==> src/rtl/snoop_request_arbiter_pkg.sv <==
// Shared widths, request encodings, FSM state codes and slot layout for the
// snoop request arbiter.
package snoop_request_arbiter_pkg;

  localparam int SNOOP_ADDR_W  = 28;
  localparam int SNOOP_BLOCK_W = 128;
  localparam int SNOOP_IDX_W   = 4;

  localparam logic REQ_READ  = 1'b0;
  localparam logic REQ_WRITE = 1'b1;

  localparam logic [2:0] ST_IDLE       = 3'd0;
  localparam logic [2:0] ST_ISSUE      = 3'd1;
  localparam logic [2:0] ST_STROBE     = 3'd2;
  localparam logic [2:0] ST_WAIT_BCAST = 3'd3;
  localparam logic [2:0] ST_WAIT_RESP  = 3'd4;
  localparam logic [2:0] ST_DONE       = 3'd5;

  typedef struct packed {
    logic                     req_type;
    logic [SNOOP_ADDR_W-1:0]  addr;
    logic [SNOOP_BLOCK_W-1:0] data;
  } slot_t;

  function automatic logic is_write(input logic req_type);
    return req_type == REQ_WRITE;
  endfunction

endpackage

==> src/rtl/snoop_request_arbiter_if.sv <==
// PE request/response and snoop-controller channel bundle. The arbiter
// uses the slave modport; PE caches and the controller sit on master.
interface snoop_request_arbiter_if #(
  parameter int N_PE = 2
);
  import snoop_request_arbiter_pkg::*;

  logic [N_PE-1:0]               pe_req_valid;
  logic [N_PE-1:0]               pe_req_ready;
  logic [N_PE-1:0]               pe_req_type;
  logic [N_PE*SNOOP_ADDR_W-1:0]  pe_req_addr;
  logic [N_PE*SNOOP_BLOCK_W-1:0] pe_req_data;
  logic [N_PE-1:0]               pe_resp_valid;
  logic                          pe_resp_found;
  logic [SNOOP_ADDR_W-1:0]       sc_addr;
  logic [SNOOP_BLOCK_W-1:0]      sc_data;
  logic [SNOOP_IDX_W-1:0]        sc_pe_idx;
  logic                          sc_new_data;
  logic                          sc_request;
  logic                          sc_data_found;
  logic                          sc_data_not_found;
  logic                          timeout_err;

  modport master (
    output pe_req_valid, pe_req_type, pe_req_addr, pe_req_data,
    output sc_data_found, sc_data_not_found,
    input  pe_req_ready, pe_resp_valid, pe_resp_found,
    input  sc_addr, sc_data, sc_pe_idx, sc_new_data, sc_request, timeout_err
  );

  modport slave (
    input  pe_req_valid, pe_req_type, pe_req_addr, pe_req_data,
    input  sc_data_found, sc_data_not_found,
    output pe_req_ready, pe_resp_valid, pe_resp_found,
    output sc_addr, sc_data, sc_pe_idx, sc_new_data, sc_request, timeout_err
  );

endinterface

==> src/rtl/snoop_request_arbiter_rr_arbiter.sv <==
// Combinational round-robin grant: first request strictly after ptr, wrapping
// around; returns a one-hot grant and its binary index.
module rr_arbiter
  import snoop_request_arbiter_pkg::*;
#(
  parameter int N_PE = 2
) (
  input  logic [N_PE-1:0]        req,
  input  logic [SNOOP_IDX_W-1:0] ptr,
  output logic [N_PE-1:0]        gnt,
  output logic [SNOOP_IDX_W-1:0] gnt_idx,
  output logic                   gnt_valid
);

  logic                   hi_hit_s;
  logic                   lo_hit_s;
  logic [SNOOP_IDX_W-1:0] hi_idx_s;
  logic [SNOOP_IDX_W-1:0] lo_idx_s;

  // Descending scan so the lowest index above / at-or-below ptr is kept last
  always_comb begin
    hi_hit_s = 1'b0;
    lo_hit_s = 1'b0;
    hi_idx_s = '0;
    lo_idx_s = '0;
    gnt      = '0;
    for (int i = N_PE - 1; i >= 0; i--) begin
      hi_idx_s = (req[i] && (i > int'(ptr)))  ? SNOOP_IDX_W'(i) : hi_idx_s;
      lo_idx_s = (req[i] && (i <= int'(ptr))) ? SNOOP_IDX_W'(i) : lo_idx_s;
      hi_hit_s = hi_hit_s | (req[i] && (i > int'(ptr)));
      lo_hit_s = lo_hit_s | (req[i] && (i <= int'(ptr)));
    end
    gnt_valid = hi_hit_s | lo_hit_s;
    gnt_idx   = hi_hit_s ? hi_idx_s : lo_idx_s;
    for (int i = 0; i < N_PE; i++) begin
      gnt[i] = gnt_valid && (int'(gnt_idx) == i);
    end
  end

endmodule

==> src/rtl/snoop_request_arbiter.sv <==
// One-slot-per-PE snoop request buffer with round-robin serialisation into
// the snoop controller. Optional WAIT_RESP timeout: define SNOOP_TIMEOUT_EN.
module snoop_request_arbiter
  import snoop_request_arbiter_pkg::*;
#(
  parameter int N_PE           = 2,
  parameter int BCAST_HOLD     = 4,
  parameter int TIMEOUT_CYCLES = 64
) (
  input logic                    clk,
  input logic                    rst_n,
  snoop_request_arbiter_if.slave bus
);

  localparam int                HOLD_W    = $clog2(BCAST_HOLD + 1);
  localparam logic [HOLD_W-1:0] HOLD_LAST = HOLD_W'(BCAST_HOLD - 1);

  logic [2:0]               state_r;
  slot_t                    slot_r [N_PE];
  logic [N_PE-1:0]          full_r;
  logic [N_PE-1:0]          gnt_oh_r;
  logic [SNOOP_IDX_W-1:0]   ptr_r;
  logic [HOLD_W-1:0]        hold_cnt_r;
  logic [SNOOP_ADDR_W-1:0]  sc_addr_r;
  logic [SNOOP_BLOCK_W-1:0] sc_data_r;
  logic [SNOOP_IDX_W-1:0]   sc_pe_idx_r;
  logic                     sc_new_data_r;
  logic                     sc_request_r;
  logic [N_PE-1:0]          resp_valid_r;
  logic                     resp_found_r;

  logic [N_PE-1:0]          accept_s;
  logic [N_PE-1:0]          gnt_s;
  logic [SNOOP_IDX_W-1:0]   gnt_idx_s;
  logic                     gnt_valid_s;
  slot_t                    sel_slot_s;
  logic                     cur_type_s;

`ifdef SNOOP_TIMEOUT_EN
  localparam int               TMO_W    = $clog2(TIMEOUT_CYCLES + 1);
  localparam logic [TMO_W-1:0] TMO_LAST = TMO_W'(TIMEOUT_CYCLES - 1);
  logic [TMO_W-1:0] tmo_cnt_r;
  logic             timeout_err_r;
  assign bus.timeout_err = timeout_err_r;
`else
  assign bus.timeout_err = 1'b0;
`endif

  // A slot is only writable while empty, which also locks out the granted PE until DONE
  assign accept_s         = bus.pe_req_valid & ~full_r;
  assign bus.pe_req_ready = ~full_r;

  assign bus.sc_addr       = sc_addr_r;
  assign bus.sc_data       = sc_data_r;
  assign bus.sc_pe_idx     = sc_pe_idx_r;
  assign bus.sc_new_data   = sc_new_data_r;
  assign bus.sc_request    = sc_request_r;
  assign bus.pe_resp_valid = resp_valid_r;
  assign bus.pe_resp_found = resp_found_r;

  rr_arbiter #(.N_PE(N_PE)) u_rr (
    .req       (full_r),
    .ptr       (ptr_r),
    .gnt       (gnt_s),
    .gnt_idx   (gnt_idx_s),
    .gnt_valid (gnt_valid_s)
  );

  // Slot being granted this cycle, and request type of the transaction in flight
  always_comb begin
    sel_slot_s = '0;
    cur_type_s = 1'b0;
    for (int i = 0; i < N_PE; i++) begin
      sel_slot_s = gnt_s[i] ? slot_r[i] : sel_slot_s;
      cur_type_s = cur_type_s | (gnt_oh_r[i] & slot_r[i].req_type);
    end
  end

  // Per-PE request slots: fill on accept, free at the end of DONE
  always_ff @(posedge clk or negedge rst_n) begin
    if (!rst_n) begin
      full_r <= '0;
      for (int i = 0; i < N_PE; i++) begin
        slot_r[i] <= '0;
      end
    end else begin
      for (int i = 0; i < N_PE; i++) begin
        if (accept_s[i]) begin
          full_r[i]          <= 1'b1;
          slot_r[i].req_type <= bus.pe_req_type[i];
          slot_r[i].addr     <= bus.pe_req_addr[SNOOP_ADDR_W*i +: SNOOP_ADDR_W];
          slot_r[i].data     <= bus.pe_req_data[SNOOP_BLOCK_W*i +: SNOOP_BLOCK_W];
        end else if ((state_r == ST_DONE) && gnt_oh_r[i]) begin
          full_r[i] <= 1'b0;
        end
      end
    end
  end

  // Transaction FSM; strobes and the response pulse default low every cycle
  always_ff @(posedge clk or negedge rst_n) begin
    if (!rst_n) begin
      state_r       <= ST_IDLE;
      gnt_oh_r      <= '0;
      ptr_r         <= SNOOP_IDX_W'(N_PE - 1);
      hold_cnt_r    <= '0;
      sc_addr_r     <= '0;
      sc_data_r     <= '0;
      sc_pe_idx_r   <= '0;
      sc_new_data_r <= 1'b0;
      sc_request_r  <= 1'b0;
      resp_valid_r  <= '0;
      resp_found_r  <= 1'b0;
`ifdef SNOOP_TIMEOUT_EN
      tmo_cnt_r     <= '0;
      timeout_err_r <= 1'b0;
`endif
    end else begin
      sc_new_data_r <= 1'b0;
      sc_request_r  <= 1'b0;
      resp_valid_r  <= '0;
      case (state_r)
        ST_IDLE: begin
          if (gnt_valid_s) begin
            gnt_oh_r    <= gnt_s;
            ptr_r       <= gnt_idx_s;
            sc_addr_r   <= sel_slot_s.addr;
            sc_data_r   <= sel_slot_s.data;
            sc_pe_idx_r <= gnt_idx_s;
            state_r     <= ST_ISSUE;
          end
        end
        ST_ISSUE: begin
          if (is_write(cur_type_s)) begin
            sc_new_data_r <= 1'b1;
          end else begin
            sc_request_r <= 1'b1;
          end
          state_r <= ST_STROBE;
        end
        ST_STROBE: begin
          hold_cnt_r <= '0;
`ifdef SNOOP_TIMEOUT_EN
          tmo_cnt_r  <= '0;
`endif
          state_r    <= is_write(cur_type_s) ? ST_WAIT_BCAST : ST_WAIT_RESP;
        end
        ST_WAIT_BCAST: begin
          if (hold_cnt_r == HOLD_LAST) begin
            resp_valid_r <= gnt_oh_r;
            resp_found_r <= 1'b0;
            state_r      <= ST_DONE;
          end else begin
            hold_cnt_r <= hold_cnt_r + HOLD_W'(1);
          end
        end
        ST_WAIT_RESP: begin
          // FOUND dominates when the controller raises both replies together
          if (bus.sc_data_found || bus.sc_data_not_found) begin
            resp_valid_r <= gnt_oh_r;
            resp_found_r <= bus.sc_data_found;
            state_r      <= ST_DONE;
          end
`ifdef SNOOP_TIMEOUT_EN
          else if (tmo_cnt_r == TMO_LAST) begin
            resp_valid_r  <= gnt_oh_r;
            resp_found_r  <= 1'b0;
            timeout_err_r <= 1'b1;
            state_r       <= ST_DONE;
          end else begin
            tmo_cnt_r <= tmo_cnt_r + TMO_W'(1);
          end
`endif
        end
        ST_DONE: begin
          resp_found_r <= 1'b0;
          state_r      <= ST_IDLE;
        end
        default: begin
          state_r <= ST_IDLE;
        end
      endcase
    end
  end

endmodule
==> src/flat_wrapper.sv <==
// flat-port wrapper written by rule: the top's interface ports become plain ports
module snoop_request_arbiter_flat import snoop_request_arbiter_pkg::*;
#(
  parameter int N_PE           = 2,
  parameter int BCAST_HOLD     = 4,
  parameter int TIMEOUT_CYCLES = 64
)
  (clk, rst_n, bus_pe_req_valid, bus_pe_req_type, bus_pe_req_addr, bus_pe_req_data, bus_sc_data_found, bus_sc_data_not_found, bus_pe_req_ready, bus_pe_resp_valid, bus_pe_resp_found, bus_sc_addr, bus_sc_data, bus_sc_pe_idx, bus_sc_new_data, bus_sc_request, bus_timeout_err);
  snoop_request_arbiter_if #(.N_PE(N_PE)) bus_i ();
  input logic clk;
  input logic rst_n;
  input wire logic [$bits(bus_i.pe_req_valid)-1:0] bus_pe_req_valid;
  input wire logic [$bits(bus_i.pe_req_type)-1:0] bus_pe_req_type;
  input wire logic [$bits(bus_i.pe_req_addr)-1:0] bus_pe_req_addr;
  input wire logic [$bits(bus_i.pe_req_data)-1:0] bus_pe_req_data;
  input wire logic [$bits(bus_i.sc_data_found)-1:0] bus_sc_data_found;
  input wire logic [$bits(bus_i.sc_data_not_found)-1:0] bus_sc_data_not_found;
  output wire logic [$bits(bus_i.pe_req_ready)-1:0] bus_pe_req_ready;
  output wire logic [$bits(bus_i.pe_resp_valid)-1:0] bus_pe_resp_valid;
  output wire logic [$bits(bus_i.pe_resp_found)-1:0] bus_pe_resp_found;
  output wire logic [$bits(bus_i.sc_addr)-1:0] bus_sc_addr;
  output wire logic [$bits(bus_i.sc_data)-1:0] bus_sc_data;
  output wire logic [$bits(bus_i.sc_pe_idx)-1:0] bus_sc_pe_idx;
  output wire logic [$bits(bus_i.sc_new_data)-1:0] bus_sc_new_data;
  output wire logic [$bits(bus_i.sc_request)-1:0] bus_sc_request;
  output wire logic [$bits(bus_i.timeout_err)-1:0] bus_timeout_err;
  assign bus_i.pe_req_valid = bus_pe_req_valid;
  assign bus_i.pe_req_type = bus_pe_req_type;
  assign bus_i.pe_req_addr = bus_pe_req_addr;
  assign bus_i.pe_req_data = bus_pe_req_data;
  assign bus_i.sc_data_found = bus_sc_data_found;
  assign bus_i.sc_data_not_found = bus_sc_data_not_found;
  assign bus_pe_req_ready = bus_i.pe_req_ready;
  assign bus_pe_resp_valid = bus_i.pe_resp_valid;
  assign bus_pe_resp_found = bus_i.pe_resp_found;
  assign bus_sc_addr = bus_i.sc_addr;
  assign bus_sc_data = bus_i.sc_data;
  assign bus_sc_pe_idx = bus_i.sc_pe_idx;
  assign bus_sc_new_data = bus_i.sc_new_data;
  assign bus_sc_request = bus_i.sc_request;
  assign bus_timeout_err = bus_i.timeout_err;
  snoop_request_arbiter #(.N_PE(N_PE), .BCAST_HOLD(BCAST_HOLD), .TIMEOUT_CYCLES(TIMEOUT_CYCLES)) u_core (.clk(clk), .rst_n(rst_n), .bus(bus_i));
endmodule
==> config.mk <==
export PLATFORM = sky130hd
export DESIGN_NAME = snoop_request_arbiter_flat
export DESIGN_NICKNAME = d
export VERILOG_FILES = /design/src/rtl/snoop_request_arbiter_pkg.sv /design/src/rtl/snoop_request_arbiter_if.sv /design/src/rtl/snoop_request_arbiter_rr_arbiter.sv /design/src/rtl/snoop_request_arbiter.sv /design/src/flat_wrapper.sv
export SDC_FILE = /design/constraint.sdc
export NUM_CORES = 1
export LEC_CHECK = 0
export BUFFER_PORTS_ARGS = -buffer_cell sky130_fd_sc_hd__buf_2
export CORE_ASPECT_RATIO = 1.75
export CORE_UTILIZATION = 30
export CTS_CLUSTER_DIAMETER = 200
export DETAILED_ROUTE_END_ITERATION = 6
export SYNTH_ARGS = -nofsm -noshare
export SYNTH_HDL_FRONTEND = slang
export SYNTH_HIERARCHICAL = 1
export SYNTH_SLANG_ARGS = --single-unit
==> constraint.sdc <==
create_clock -name clk -period 2.75 [get_ports clk]
set_input_delay 0 -clock clk [delete_from_list [all_inputs] [get_ports clk]]
set_output_delay 0 -clock clk [all_outputs]
set_load 0.01 [all_outputs]
==> summary.txt, run 1 <==
Finish
  • Nets@finish: roughly 2.6k
  • Area growth syn-to-layout: 41.79%
  • Area of the multi-input gates: 6998 um^2
  • FF+latch area: 12260 um^2
  • Post-route non-filler standard cell count: roughly 3.2k
  • Fillers: 5996
  • ANT cells: 0
  • Ratio of cells with drive above 1 in the final layout: 0.4368

Clocking
  • CTS tree: yes
  • # Post-CTS Setup Buffers: 0
  • CTS HTree Levels: 2
  • Clk_lat worst skew: 0.59 ns
  • Clock buffer depth: 3
  • Clock transition at path regs: 0.06 ns
  • CTS Buf Count: 48
  • Clock sinks: approximately 500
  • Clock root buffer: clkbuf_16

Routing
  • Drc violations: 0
  • DR vias: around 15k
  • 1st-pass router iterations: 4
  • DR iter-0 viols: 476
  • WL final: 60.58 mm
  • Wire per inst: about 19 um
  • Vias per inst: 4.762
  • Routed Antenna Nets: 0

Global route
  • First-pass GRT wire length: 94.25 mm
  • Vias in the first global route: 16.90k
  • Overflow after GRT: 0
  • Tot GR Track Use: 0.1799
  • Antenna violations before repair: 1
  • Largest net degree at the start of global routing: 104

Yosys
  • Post-synth top area share: 0.6176
  • Register bit total from synthesis: 490
  • Synth Cell Area: between 15000 and 20000 um^2
  • Post-synthesis compound-gate area fraction: 0.09719
  • Post-Synthesis Cells: 1469
  • Post-synth EDFFs: 0
  • Main combinational cell family by area after synthesis: multiplexers
  • Area leader, netlist: dfrtp_1
  • Ys Warns: 6
  • Ys async rst share: 1.000
  • Synth Area in Adders: 0.001263
  • Post-synthesis sequential area ratio: 0.6189
  • Ys flop type: dfrtp_1
  • Unique masters post-synth: 38
  • Mapped Avg Cell Area: 13.49 um^2
  • Synth Area in XOR/XNOR: 0
  • Post-Synth Simple-Gate Area: 0.07332
  • Dominant cells by area after synthesis: dfrtp_1, mux2_2, nor2_1
  • Mux contribution to synthesized area: 0.1785

Placement
  • Port bufs: 486
  • Placed cells: ~2.8k
  • Hpwl dp: between 30 and 40 mm
  • GPL Wtd Cong: ~0.8
  • Pre-CTS setup slack: 0.3104 ns

Hold path
  • Class of the worst hold path: in -> async

Floorplan
  • Initial Util: 0.3033
  • Ports: 488
  • Die Ht: 342.0 um
  • Die area: 67110 um^2
  • Core Region: 65320 um^2
  • Die Width: between 150 and 200 um
  • FP Rows: 124

STA
  • Final hold vios: 0
  • Final min period: about 2.4 ns
  • RSZ-0062 raised after global routing: false
  • Setup-failing EPs final: 0
  • Slew Viols, Final: 0
  • Slew HR: 0.4620
  • Fin Setup TNS: 0 ns
  • Final setup skew: 0.02042 ns
  • Tightest Pin Transition: 0.8053 ns
  • Fin crit share: 0.8793
  • FMAX: 0.4135 GHz
  • Final worst setup slack: ~0.33 ns

Worst setup path
  • CP Cell Sequence: or4_4, o21a_1, nor2b_4, buf_4, a221oi_2, nor2_1
  • CP Capture Type: register
  • Required @ worst endpoint: 3.26 ns
  • Kind of critical path: reg -> reg
  • CP delay by family, top: simple AND/OR/NAND/NOR gates
  • Worst setup SP type: register
  • Slowest-stage cell, CP: nor2b_4
  • Worst Path Max Fanout: 26
  • CP max stage delay: 0.69 ns
  • CP bufs+invs: 1
  • Data arrival, critical path: 2.93 ns

Run status
  • Status: complete, no violations

Run
  • Max-Cap Viols: 0

Pwr
  • PwrDens: roughly 1200 nW/um^2
  • VDD IR max: 0.8093 mV
  • Leak Pwr: 12.70 nW
-- metrics by stage --
stage          total power [mW]  cell area, um^2  utilization  hold slack (ns)
2_1_floorplan             20.98            19820            -          -0.2956
3_3_place_gp              25.23            23340       0.3573          0.05033
3_5_place_dp              25.80            23340       0.3573          0.04974
4_1_cts                   32.86            28090       0.4301          0.02196
5_1_grt                   34.61            28090       0.4301          0.05826
6_report                  32.56            28090       0.4301          0.02031
-- worst reg2reg max path, stage by stage (launching register included) --
cell and delay (ns):
dfstp_2 0.53, or4_4 0.14, o21a_1 0.16, nor2b_4 0.69
buf_4 0.57, a221oi_2 0.13, nor2_1 0.14
-- flip-flops by register name, indices dropped and copies added, names as in the netlist, 2 cells and up --
signal,cells
u_core/bus.pe_resp_valid,2
u_core/full_r,2
u_core/ptr_r,4
u_core/slot_r,314
u_core/hold_cnt_r,3
u_core/state_r,3
u_core/gnt_oh_r,2
u_core/bus.sc_addr,28
u_core/bus.sc_data,128
-- path summary, 6_finish.rpt --
| kind | slack, ns | startpoint | cells after the start | endpoint |
|---|---|---|---|---|
| max | 0.33 | u_core/ptr_r[0]$_DFFE_PN1P_ | 6 | u_core/bus.sc_data[89]$_DFFE_PN0P_ |
| max reg2reg | 0.33 | u_core/ptr_r[0]$_DFFE_PN1P_ | 6 | u_core/bus.sc_data[89]$_DFFE_PN0P_ |
| min | 0.02 | rst_n | 2 | u_core/slot_r[64]$_DFFE_PN0P_ |
| min in group clk | 0.17 | bus_pe_req_addr[34] | 3 | u_core/slot_r[134]$_DFFE_PN0P_ |
| min reg2reg | 0.46 | u_core/ptr_r[0]$_DFFE_PN1P_ | 2 | u_core/ptr_r[0]$_DFFE_PN1P_ |
| max in group asynchronous | 1.73 | rst_n | 3 | u_core/bus.sc_data[89]$_DFFE_PN0P_ |
-- cell families (layout without fill, tap and decap cells) --
logic type                 count (synthesis)  count (layout)
DFF                                      490             490
and+or+nand+nor                          366             366
adders and majority gates                  2               2
buffers and inverters                    122             936
muxes                                    314             314
AOI/OAI and AO/OA                        173             173
other                                      2               4
-- layout by cell type (no fill, tap or decap), drive strengths merged, types with 2 or more instances in the layout --
master       count
dfrtp          489
conb             4
clkinv          15
nand3b           2
nor2b            5
a41oi            2
buf            525
nor4b            3
o21ai            2
o31ai            2
and2             2
mux2           314
nand2b           2
inv              5
dlygate4sd3    321
nand3            2
o211ai           2
a221oi         155
clkinvlp         3
ha               2
nor2           318
nand2           26
clkbuf          66
a21oi            3
a22o             2
-- cell usage after synthesis, drive strengths merged (2+ instances only) --
library cell	n
conb	2
o21ai	2
inv	4
nand3b	2
and2	2
nor4b	3
nand2	26
mux2	314
o31ai	2
nand3	2
o211ai	2
a221oi	155
nor2b	5
clkbuf	54
ha	2
nand2b	2
a21oi	3
dfrtp	489
buf	64
nor2	318
a22o	2
a41oi	2
-- layer usage --
metal  up-vias  track usage  share of wire
li1       6773            -              -
met1      7564       0.2046           0.39
met2       568       0.3129           0.50
met3       173      0.03681          0.055
met4         2       0.1009          0.053
met5         -            0        0.00021
-- area by class of cell --
class / instances / share of cell area
multi-input cells: 859 / 0.2491
clock inverters: 20 / 0.004988
flip-flops and latches: 490 / 0.4365
clock buffers: 66 / 0.04984
inverters: 4 / 0.0005344
well taps: 882 / 0.03928
repair buffers: 846 / 0.2197
-- timing repair --
item                                   in CTS  in global routing
endpoints found under the hold margin     615                  0
gates resized for setup                     0                  0
hold buffers                              321                  0
-- power breakdown --
group	internal [mW]	total (mW)	switching (mW)
Sequential	10.9	13.1	2.21
Combinational	5.63	12.9	7.28
Clock	3.65	6.55	2.90
Power figures use the tool's default switching activity.
==> run 2, diff against run 1 <==
--- a/config.mk
+++ b/config.mk
@@ -7,9 +7,11 @@
 export LEC_CHECK = 0
 export BUFFER_PORTS_ARGS = -buffer_cell sky130_fd_sc_hd__buf_2
 export CORE_ASPECT_RATIO = 1.75
-export CORE_UTILIZATION = 30
+export CORE_UTILIZATION = 53
 export CTS_CLUSTER_DIAMETER = 200
 export DETAILED_ROUTE_END_ITERATION = 6
+export PLACE_DENSITY = 0.79
+export RECOVER_POWER = 25
 export SYNTH_ARGS = -nofsm -noshare
 export SYNTH_HDL_FRONTEND = slang
 export SYNTH_HIERARCHICAL = 1
==> summary.txt, run 2 (synthesized netlist as in run 1, its figures left out) <==
Run status
  • Status: complete, but fails checks
  • Violated checks: capacitance limit, slew limit

Worst setup path
  • Flop2flop setup slack: 0.15 ns
  • Kind of critical path: reg -> reg
  • Reg2Reg Depth: 6
  • Crit path from: u_core/ptr_r[1]$_DFFE_PN0P_
  • Required @ worst endpoint: 3.17 ns
  • Worst r2r dst: u_core/bus.sc_data[78]$_DFFE_PN0P_
  • CP max stage delay: 0.57 ns
  • Data arrival, critical path: 3.02 ns
  • Worst Path Max Fanout: 155
  • Reg-to-Reg Start: u_core/ptr_r[1]$_DFFE_PN0P_
  • CP Capture Type: register
  • Slowest-stage cell, CP: or4_4
  • CP Cell Sequence: or4_4, a21oi_4, nor2b_4, buf_12, a221oi_1, nor2_1
  • Worst setup SP type: register

Pwr
  • PwrDens: 1218 nW/um^2
  • Net switching power: 13.14 mW
  • Switching Share: 0.3911
  • Power share of the sequential group: 0.404
  • Leak Pwr: 12.68 nW
  • Clock Power Share: 0.206
  • Logic pwr share: 0.390
  • VDD IR max: 2.027 mV
  • Int Power: 20.47 mW

Routing
  • Vias per inst: about 5.9
  • WL final: 66.30 mm
  • Wire per inst: 24.07 um
  • DR vias: 16.30k
  • Routed Antenna Nets: 0
  • DR iter-0 viols: 1065
  • Drc violations: 0
  • 1st-pass router iterations: 7

Clocking
  • Clock root buffer: clkbuf_16
  • CTS Buf Count: 45
  • # Post-CTS Setup Buffers: 0
  • Clock sinks: 490
  • Cts repair resizes: 0
  • CTS tree: yes
  • Clock transition at path regs: 0.07 ns
  • Clk_lat worst skew: 0.55 ns
  • CTS HTree Levels: 2
  • Clock buffer depth: 3

Finish
  • Nets@finish: between 2k and 3k
  • Area growth syn-to-layout: 39.22%
  • Largest register by flop count: u_core/slot_r
  • Fillers: approximately 2.0k
  • Ratio of cells with drive above 1 in the final layout: 0.4342
  • Commonest cells after routing, fill and taps aside: dfrtp_1, buf_2, dlygate4sd3_1
  • Max FFs per register: around 310
  • Area of the multi-input gates: roughly 7000 um^2
  • Commonest non-fill, non-tap cell in the layout: dfrtp_1
  • FF+latch area: 12260 um^2
  • Post-route non-filler standard cell count: 2755

Hold path
  • Hold Crit Depth: 3
  • Class of the worst hold path: in -> reg
  • Hold Path Origin: bus_pe_req_data[188]
  • Endpoint, Worst Hold: u_core/slot_r[60]$_DFFE_PN0P_

Run
  • Max-Cap Viols: 1

STA
  • Setup-failing EPs final: 0
  • Tightest Pin Transition: 2.328 ns
  • Slew Viols, Final: a little under 80
  • Fin crit share: 0.9473
  • Fin Setup TNS: 0 ns
  • FMAX: 0.3839 GHz
  • Final setup skew: 0.01391 ns
  • Slew HR: -0.5521
  • Final worst setup slack: approximately 0.15 ns
  • RSZ-0062 raised after global routing: false
  • Final min period: 2.605 ns
  • Final hold vios: 0

Placement
  • Hpwl dp: 34.80 mm
  • Port bufs: 486
  • GPL Wtd Cong: 0.8713
  • Placed cells: 2344
  • Pre-CTS setup slack: 0.3942 ns

Global route
  • Vias in the first global route: 18.24k
  • Largest net degree at the start of global routing: 156
  • First-pass GRT wire length: 102.2 mm
  • Tot GR Track Use: 0.3493
  • Overflow after GRT: 0
  • Antenna violations before repair: 7

Floorplan
  • Ports: 488
  • Die Width: approximately 150 um
  • Core Region: between 30000 and 40000 um^2
  • Die area: 38190 um^2
  • Initial Util: 0.5388
  • FP Rows: 93
  • Die Ht: 257.8 um
[run 2: critical path, delay by kind of cell (launching register included)]
family	cells	cell delay, ns
AO/OA/AOI/OAI	2	0.83
buffers and inverters	1	0.31
flip-flops	1	0.40
AND/OR/NAND/NOR	3	0.74
[run 2: power groups by stage]
stage,sequential [mW],clock [mW],combinational [mW]
after floorplan,13.2,0,7.75
after global placement,13.1,0,11.6
after detailed placement,13.3,0,12.0
after CTS,13.2,6.97,12.4
after global routing,13.9,7.26,13.9
final,13.6,6.93,13.1
[run 2: timing repair]
item	CTS	global route
setup endpoints to repair	0	0
endpoints found under the hold margin	607	0
hold buffers	320	0
[run 2: metrics by stage]
stage / power, mW / utilization / hold WS, ns / area [um^2]
2_1_floorplan: 20.98 / - / -0.2956 / 19820
3_3_place_gp: 24.64 / 0.6184 / 0.04104 / 22740
3_5_place_dp: 25.30 / 0.6184 / 0.04017 / 22740
4_1_cts: 32.63 / 0.7502 / 0.03757 / 27590
5_1_grt: 35.02 / 0.7501 / 0.2127 / 27580
6_report: 33.61 / 0.7501 / 0.2195 / 27580
[run 2: worst max-delay path by stage]
stage	slack (ns)	endpoint	cells after the start
6_report	0.15	u_core/bus.sc_data[78]$_DFFE_PN0P_	6
5_1_grt	0.05	u_core/bus.sc_data[44]$_DFFE_PN0P_	6
4_1_cts	0.33	u_core/bus.sc_data[74]$_DFFE_PN0P_	6
3_5_place_dp	0.39	u_core/bus.sc_data[40]$_DFFE_PN0P_	6
3_3_place_gp	0.48	u_core/bus.sc_data[73]$_DFFE_PN0P_	6
2_1_floorplan	0.51	u_core/bus.sc_addr[0]$_DFFE_PN0P_	7
[run 2: routing by layer]
layer  vias to the layer above  wire [um]  share of wire  global-route usage
li1                       6758          -              -                   -
met1                      8171      22300           0.34              0.3831
met2                      1031      34400           0.52              0.6062
met3                       338       4870          0.073             0.07085
met4                         0       4734          0.071              0.2351
met5                         -          0              0                   0
[run 2: cell type report]
type | count | share of cell area
Antenna cell | 7 | 0.0006351
Clock buffer | 62 | 0.04867
Clock inverter | 22 | 0.01093
Inverter | 4 | 0.0005443
Multi-Input combinational cell | 859 | 0.2537
Sequential cell | 490 | 0.4446
Tap cell | 475 | 0.02155
Timing Repair Buffer | 836 | 0.2194
